`src/rtl/mem_arbiter.sv`:
```
// mem_arbiter: serialises two requesters onto the single-port valid/ready memory.
// Define MEM_ARB_RR_EN for round-robin contention; otherwise requester 0 has fixed priority.
module mem_arbiter #(
  parameter int WIDTH = 8,
  parameter int DEPTH = 32,
  parameter int ADDR_WIDTH = $clog2(DEPTH)
) (
  input  logic                  clk,
  input  logic                  res,
  input  logic                  valid0,
  input  logic                  valid1,
  input  logic                  wr_rd0,
  input  logic                  wr_rd1,
  input  logic [ADDR_WIDTH-1:0] addr0,
  input  logic [ADDR_WIDTH-1:0] addr1,
  input  logic [WIDTH-1:0]      wdata0,
  input  logic [WIDTH-1:0]      wdata1,
  output logic                  ready0,
  output logic                  ready1,
  output logic [WIDTH-1:0]      rdata0,
  output logic [WIDTH-1:0]      rdata1,
  output logic                  busy,
  output logic                  m_valid,
  output logic                  m_wr_rd,
  output logic [ADDR_WIDTH-1:0] m_addr,
  output logic [WIDTH-1:0]      m_wdata,
  input  logic [WIDTH-1:0]      m_rdata,
  input  logic                  m_ready
);
  typedef enum logic [1:0] {IDLE, ISSUE, WAIT, DONE} state_t;
  state_t state, state_nx;
  logic grant, capture, win, gnt;
`ifdef MEM_ARB_RR_EN
  logic last;
  always_ff @(posedge clk or posedge res)
    if (res) last <= 1'b1;
    else if (grant) last <= win;
  assign win = (valid0 && valid1) ? ~last : valid1;
`else
  assign win = ~valid0;
`endif
  // DONE never grants, so a valid held through its ready pulse is not re-issued
  always_comb begin
    grant = state == IDLE && (valid0 || valid1);
    capture = state == WAIT && m_ready && !m_wr_rd;
    state_nx = grant ? ISSUE :
               state == ISSUE ? WAIT :
               state == WAIT && m_ready ? DONE :
               state == DONE ? IDLE : state;
  end
  always_ff @(posedge clk or posedge res)
    if (res) state <= IDLE;
    else state <= state_nx;
  always_ff @(posedge clk or posedge res)
    if (res) begin
      gnt <= 1'b0;
      m_wr_rd <= 1'b0;
      m_addr <= '0;
      m_wdata <= '0;
    end else if (grant) begin
      gnt <= win;
      m_wr_rd <= win ? wr_rd1 : wr_rd0;
      m_addr <= win ? addr1 : addr0;
      m_wdata <= win ? wdata1 : wdata0;
    end
  always_ff @(posedge clk or posedge res)
    if (res) begin
      rdata0 <= '0;
      rdata1 <= '0;
    end else if (capture) begin
      if (gnt) rdata1 <= m_rdata;
      else rdata0 <= m_rdata;
    end
  assign busy = state != IDLE;
  assign m_valid = state == ISSUE;
  assign ready0 = state == DONE && !gnt;
  assign ready1 = state == DONE && gnt;
endmodule

```
`config.mk`:
```
export PLATFORM = sky130hd
export DESIGN_NAME = mem_arbiter
export DESIGN_NICKNAME = d
export VERILOG_FILES = /design/src/rtl/mem_arbiter.sv
export SDC_FILE = /design/constraint.sdc
export NUM_CORES = 1
export LEC_CHECK = 0
export CAP_MARGIN = 20
export CORE_MARGIN = 1
export CORE_UTILIZATION = 39
export CTS_CLUSTER_DIAMETER = 30
export DETAILED_ROUTE_END_ITERATION = 12
export PLACE_DENSITY = 0.85
export REMOVE_ABC_BUFFERS = 1
export SETUP_SLACK_MARGIN = 0.1
export SYNTH_ARGS = -nofsm -noshare
export SYNTH_HDL_FRONTEND = slang
export SYNTH_SLANG_ARGS = --single-unit
```
`constraint.sdc`:
```
create_clock -name clk -period 1.97 [get_ports clk]
set_input_delay 0.394 -clock clk [delete_from_list [all_inputs] [get_ports clk]]
set_output_delay 0.394 -clock clk [all_outputs]
set_load 0.01 [all_outputs]
```
==> results of run 1 <==
## path summary, 6_finish.rpt
path | endpoint | slack [ns]
max | ready1 | 0.14
min | m_addr[1] | 0.51
max reg2reg | rdata1[0] | 0.33
min reg2reg | m_addr[1] | 0.51
max in group asynchronous | state[0] | 1.13
min in group asynchronous | state[1] | 0.53
## registers in the layout, indices dropped and copies added (netlist names)
signal / count
m_wdata: 8
rdata0: 8
rdata1: 8
m_addr: 5
state: 2
gnt: 1
m_wr_rd: 1
## worst register-to-register path: stages, from the launching register on
cell and delay [ns]:
sky130_fd_sc_hd__dfrtp_2 0.45, sky130_fd_sc_hd__nand3b_1 0.21, sky130_fd_sc_hd__or3b_1 0.36, sky130_fd_sc_hd__buf_4 0.19
sky130_fd_sc_hd__mux2_4 0.31
## logic make-up after synthesis
| family | after synthesis | synth area share, % |
|---|---|---|
| AND/OR/NAND/NOR | 9 | 3.90 |
| buffers and inverters | 6 | 2.37 |
| multiplexers | 44 | 35.6 |
| flip-flops | 33 | 56.0 |
| XOR/XNOR | 1 | 0.594 |
| AO/OA/AOI/OAI | 4 | 1.53 |
## cell usage after synthesis
cell type and n:
sky130_fd_sc_hd__mux2_2 36, sky130_fd_sc_hd__dfrtp_1 33, sky130_fd_sc_hd__mux2_4 8, sky130_fd_sc_hd__a21oi_1 2, sky130_fd_sc_hd__inv_1 2, sky130_fd_sc_hd__nand2_1 2
sky130_fd_sc_hd__nor2_1 2, sky130_fd_sc_hd__and2b_2 1, sky130_fd_sc_hd__and3_2 1, sky130_fd_sc_hd__buf_1 1, sky130_fd_sc_hd__buf_2 1, sky130_fd_sc_hd__buf_4 1
sky130_fd_sc_hd__buf_6 1, sky130_fd_sc_hd__nand3b_1 1, sky130_fd_sc_hd__nor3_2 1, sky130_fd_sc_hd__o21a_1 1, sky130_fd_sc_hd__o21ai_0 1, sky130_fd_sc_hd__or3b_1 1
sky130_fd_sc_hd__xor2_1 1
## power by group
part,switching (mW),internal (mW),leakage [nW]
registers,0.236,1.03,0.393
clock network,0.229,0.412,0.0585
logic,0.563,1.12,0.612
## routing by layer
| layer | vias to the layer above | GRT usage (%) | part of all wire, % |
|---|---|---|---|
| met1 | 548 | 20.4 | 38 |
| met3 | 10 | 4.71 | 4.5 |
| met2 | 37 | 34.6 | 56 |
| met4 | 0 | 10.5 | 2.1 |
| li1 | 514 | - | - |
| met5 | - | 0 | 0 |
## timing repair
action                                 in CTS  in global routing
gates resized for setup                     1                  4
setup endpoints to repair                   1                  4
hold buffers                                0                  0
endpoints found under the hold margin       0                  0
## layout make-up
type                       instances  area (sq um)
fill                             261          1010
sequential                        33           828
clock inverter                     1          30.0
timing repair buffer              83           823
multi-input combinational         58           622
inverter                           2          7.51
clock buffer                       7          86.3
tap                               46          57.6
==> results.toml, run 1 <==
[status]
status = "finished, final reports clean"

[die]
floorplan.die_area_sq_mm = 0.00403
die-width_microns = 63.5
floorplan.die.height_microns = 63.5
ioPinCount = 75
start_util_pct = 42.5
core_box_area_sq_mm = 0.00347
num_rows = 21

[clock_tree]
ctsLongestPathBuffers = 2
h-tree-depth = 2
cts_root_buffer = "sky130_fd_sc_hd__clkbuf_8"
clkSinkCount = 33
path_clk_slew_ns = 0.06
cts_buffers = 5
clk-insertion-delay-late_ns = 0.28
clock_tree_from_tritoncts = "done"
cts_setup_buffers = 0

[global_routing]
grt_pass1_vias = 1249
grt_first_pass_wirelength_microns = 5890
antenna_violations_before_repair = 0
grt_start_max_net_pins = 34
grt_util_all_layers_pct = 19.3
global_route.overflow_total = 0

[logic_synthesis]
synth-seq-cells = 33
post_synth_inst_count = 97
synth-seq-area-share_pct = 56.0
synth_top_cell_area_share_pct = 56.0
yosysTopAreaCell = "sky130_fd_sc_hd__dfrtp_1"
synth_cell_types = 19
synth_top_cells_by_area = "sky130_fd_sc_hd__dfrtp_1 (56%), sky130_fd_sc_hd__mux2_2 (27%), sky130_fd_sc_hd__mux2_4 (8.1%)"
synthesis.area_per_instance_sq_um = 15.2
ys.warnings.count = 0
synthesized_cell_area_sq_mm = 0.00148

[route]
routed_wirelength_microns = 3500
detail_route.wl_per_cell_microns = 15.2
route.antenna.remaining_nets = 0
remaining_drc_errors = 0
drt_iter0_markers = 40
via_count = 1109
via_per_inst = 4.82
detail_route.first_pass.iterations = 2

[setup_path]
cp_top_family = "buffers and inverters"
cp_max_fo = 5
crit_path_start_kind = "flip-flop"
critPathCaptureType = "primary output"
worst-setup-path-type = "reg -> out"
max_stage_delay_ns = 0.52
critical_path_required_ns = 1.58
worst_setup_path_startpoint = "gnt"
crit_path_depth = 2
critical_path.cell_chain = "and3_2, clkdlybuf4s50_1"
crit_path_top_delay_cell = "sky130_fd_sc_hd__clkdlybuf4s50_1"
worst-path-buf-inv = 1
crit_arrival_ns = 1.43
beginning_of_the_worst_register_to_register_path = "state[0]"
worstRegToRegCells = 4

[timing]
timing.slew.headroom_pct = 72.1
finalMaxSlewViolations = 0
worst_clock_skew_ns = 0.00660
worst_slew_pin_slew_ns = 0.418
timing.final.hold_violations = 0
final_min_period_over_clock_period_pct = 92.6
max_freq_mhz = 548
hold_slack_ns = 0.506
fin_ws_ns = 0.145
period_minus_slack_ns = 1.83
grt_setup_unrepaired = "yes"
setup_viol = 0
final.setup.tns_ns = 0

[placed_design]
dpl-instance-area_sq_mm = 0.00233
dpl_ws_ns = 0.00463
io_buffers = 74
place_inst = 222
gpl.final_weighted_congestion = 0.723
place.detailed.hpwl_microns = 2760

[finish]
mostFrequentLayoutCells = "sky130_fd_sc_hd__clkdlybuf4s50_1 (73), sky130_fd_sc_hd__mux2_2 (36), sky130_fd_sc_hd__dfrtp_1 (31), sky130_fd_sc_hd__mux2_4 (8), sky130_fd_sc_hd__buf_4 (8)"
share_of_cells_above_drive_strength_1_pct = 35.9
flow.area_growth_from_synthesis_pct = 66.4
mostFrequentLayoutCell = "sky130_fd_sc_hd__clkdlybuf4s50_1"
insertedDiodeCount = 0
final_cells = 230
postLayoutCoreUtil_pct = 70.8
fin_nets = 224
stdcell_area_sq_mm = 0.00245

[power_and_ir_drop]
powerDensity_mw_per_mm2 = 1460
cellLeakagePower_nw = 1.06
irDropWorstVdd_mv = 0.774
total_power_mw = 3.59

[run]
cap_viol_max_count = 0

[worst_hold_path]
hp-class = "reg -> reg"
hold_path.startpoint = "m_addr[1]"
hold_path_depth = 1
Note: power is estimated with default switching activity, not from simulation.
==> run 2: changes to the inputs <==
--- a/config.mk
+++ b/config.mk
@@ -10,7 +10,8 @@
 export CORE_UTILIZATION = 39
 export CTS_CLUSTER_DIAMETER = 30
 export DETAILED_ROUTE_END_ITERATION = 12
-export PLACE_DENSITY = 0.85
+export PLACE_DENSITY = 0.79
+export RECOVER_POWER = 50
 export REMOVE_ABC_BUFFERS = 1
 export SETUP_SLACK_MARGIN = 0.1
 export SYNTH_ARGS = -nofsm -noshare
==> results.toml, run 2 (synthesis results as in run 1) <==
[status]
status = "finished, final reports clean"

[setup_path]
worstRegToRegCells = 4
crit_arrival_ns = 1.41
crit_path_top_delay_cell = "sky130_fd_sc_hd__clkdlybuf4s50_1"
cp_max_fo = 6
critical_path_required_ns = 1.58
critical_path.cell_chain = "and3_2, clkdlybuf4s50_1"
cp_top_family = "buffers and inverters"
worst-path-buf-inv = 1
max_stage_delay_ns = 0.52
crit_path_start_kind = "flip-flop"
crit_path_depth = 2
critPathCaptureType = "primary output"
worst-setup-path-type = "reg -> out"

[global_routing]
grt_pass1_vias = 1211
grt_first_pass_wirelength_microns = 5890
global_route.overflow_total = 0
grt_util_all_layers_pct = 19.1
grt_start_max_net_pins = 34
antenna_violations_before_repair = 0

[power_and_ir_drop]
p_comb_share_pct = 48.7
seq_power_share_pct = 37.2
irDropWorstVdd_mv = 0.809
power_frac_clock_pct = 14.1
total_power_mw = 3.37
cellLeakagePower_nw = 1.04
p_sw_share_pct = 30.2
intPower_mw = 2.35
power_dissipated_by_switching_net_loads_mw = 1.02
powerDensity_mw_per_mm2 = 1400

[clock_tree]
cts_root_buffer = "sky130_fd_sc_hd__clkbuf_8"
ctsLongestPathBuffers = 2
clock_tree_from_tritoncts = "done"
path_clk_slew_ns = 0.06
h-tree-depth = 2
cts_setup_buffers = 0
clkSinkCount = 33
clk-insertion-delay-late_ns = 0.28
cts_buffers = 5

[timing]
timing.final.hold_violations = 0
timing.slew.headroom_pct = 46.9
final_min_period_over_clock_period_pct = 91.7
final.setup.tns_ns = 0
grt_setup_unrepaired = "no"
fin_ws_ns = 0.163
max_freq_mhz = 554
hold_slack_ns = 0.500
setup_viol = 0
period_minus_slack_ns = 1.81
worst_clock_skew_ns = 0.00398
worst_slew_pin_slew_ns = 0.797
finalMaxSlewViolations = 0

[route]
detail_route.wl_per_cell_microns = 15.0
remaining_drc_errors = 0
detail_route.first_pass.iterations = 5
routed_wirelength_microns = 3420
route.antenna.remaining_nets = 0
via_per_inst = 4.65
via_count = 1061
drt_iter0_markers = 11

[finish]
biggestRegsByFlops = "m_wdata x8, rdata0 x8, rdata1 x8"
fin_nets = 222
flow.area_growth_from_synthesis_pct = 62.7
postLayoutCoreUtil_pct = 69.2
stdcell_area_sq_mm = 0.00240
insertedDiodeCount = 0
mostFrequentLayoutCell = "sky130_fd_sc_hd__clkdlybuf4s50_1"
mostFrequentLayoutCells = "sky130_fd_sc_hd__clkdlybuf4s50_1 (61), sky130_fd_sc_hd__mux2_2 (36), sky130_fd_sc_hd__dfrtp_1 (31), sky130_fd_sc_hd__dlygate4sd3_1 (11), sky130_fd_sc_hd__mux2_4 (8)"
final_cells = 228
share_of_cells_above_drive_strength_1_pct = 34.6

[die]
floorplan.die.height_microns = 63.5
die-width_microns = 63.5
start_util_pct = 42.5
floorplan.die_area_sq_mm = 0.00403
num_rows = 21
ioPinCount = 75
core_box_area_sq_mm = 0.00347

[placed_design]
place_inst = 220
dpl_ws_ns = 0.0345
gpl.final_weighted_congestion = 0.723
place.detailed.hpwl_microns = 2700
io_buffers = 74
dpl-instance-area_sq_mm = 0.00231

[worst_hold_path]
hp-class = "reg -> reg"
hold_path_depth = 1

[run]
cap_viol_max_count = 0
-- run 2: cell types whose count changed in the layout (fill, tap and decap cells not counted), sizes merged --
cell / delta
dlygate4sd3: +11
clkbuf: +1
clkinv: +2
buf: -4
clkdlybuf4s25: +1
clkdlybuf4s50: -12
bufinv: -1
-- run 2: layout make-up --
class | count | area, sq um
Fill cell | 278 | 1070
Sequential cell | 33 | 828
Timing Repair Buffer | 81 | 802
Multi-Input combinational cell | 58 | 622
Clock buffer | 6 | 72.6
Tap cell | 46 | 57.6
Clock inverter | 2 | 10.0
Inverter | 2 | 7.51
-- run 2: final timing paths --
kind	startpoint	slack (ns)	endpoint
worst min register to register	m_wdata[0]	0.50	m_wdata[0]
worst max register to register	state[0]	0.36	rdata1[2]
min in group asynchronous	res	0.79	m_wdata[1]
worst min-delay path	m_wdata[0]	0.50	m_wdata[0]
worst max-delay path	state[1]	0.16	ready1
max in group asynchronous	res	0.63	state[1]
-- run 2: worst reg2reg max path: stages (launching register included) --
cell and delay, ns:
sky130_fd_sc_hd__dfrtp_2 0.45, sky130_fd_sc_hd__nand3b_1 0.19, sky130_fd_sc_hd__or3b_1 0.36, sky130_fd_sc_hd__buf_4 0.20, sky130_fd_sc_hd__mux2_4 0.31
-- run 2: what timing repair did --
action	4_1_cts	5_1_grt
setup endpoints to repair	1	4
gates cloned	0	0
hold buffers	0	0
pin swaps	0	0
gates resized for setup	1	5
-- run 2: layer usage --
layer	wire, microns	global-route usage, %	up-vias
li1	-	-	513
met1	1360	21.4	504
met2	1820	34.7	35
met3	144	4.53	9
met4	88	7.10	0
met5	0	0	-
-- run 2: power by group through the flow --
| stage | clock (mW) | sequential (mW) | combinational, mW |
|---|---|---|---|
| 5_1_grt | 0.527 | 1.30 | 1.75 |
| 4_1_cts | 0.492 | 1.25 | 1.70 |
| 2_1_floorplan | 0 | 1.37 | 0.601 |
| 3_5_place_dp | 0 | 1.25 | 1.70 |
| 6_report | 0.474 | 1.25 | 1.64 |
| 3_3_place_gp | 0 | 1.23 | 1.65 |
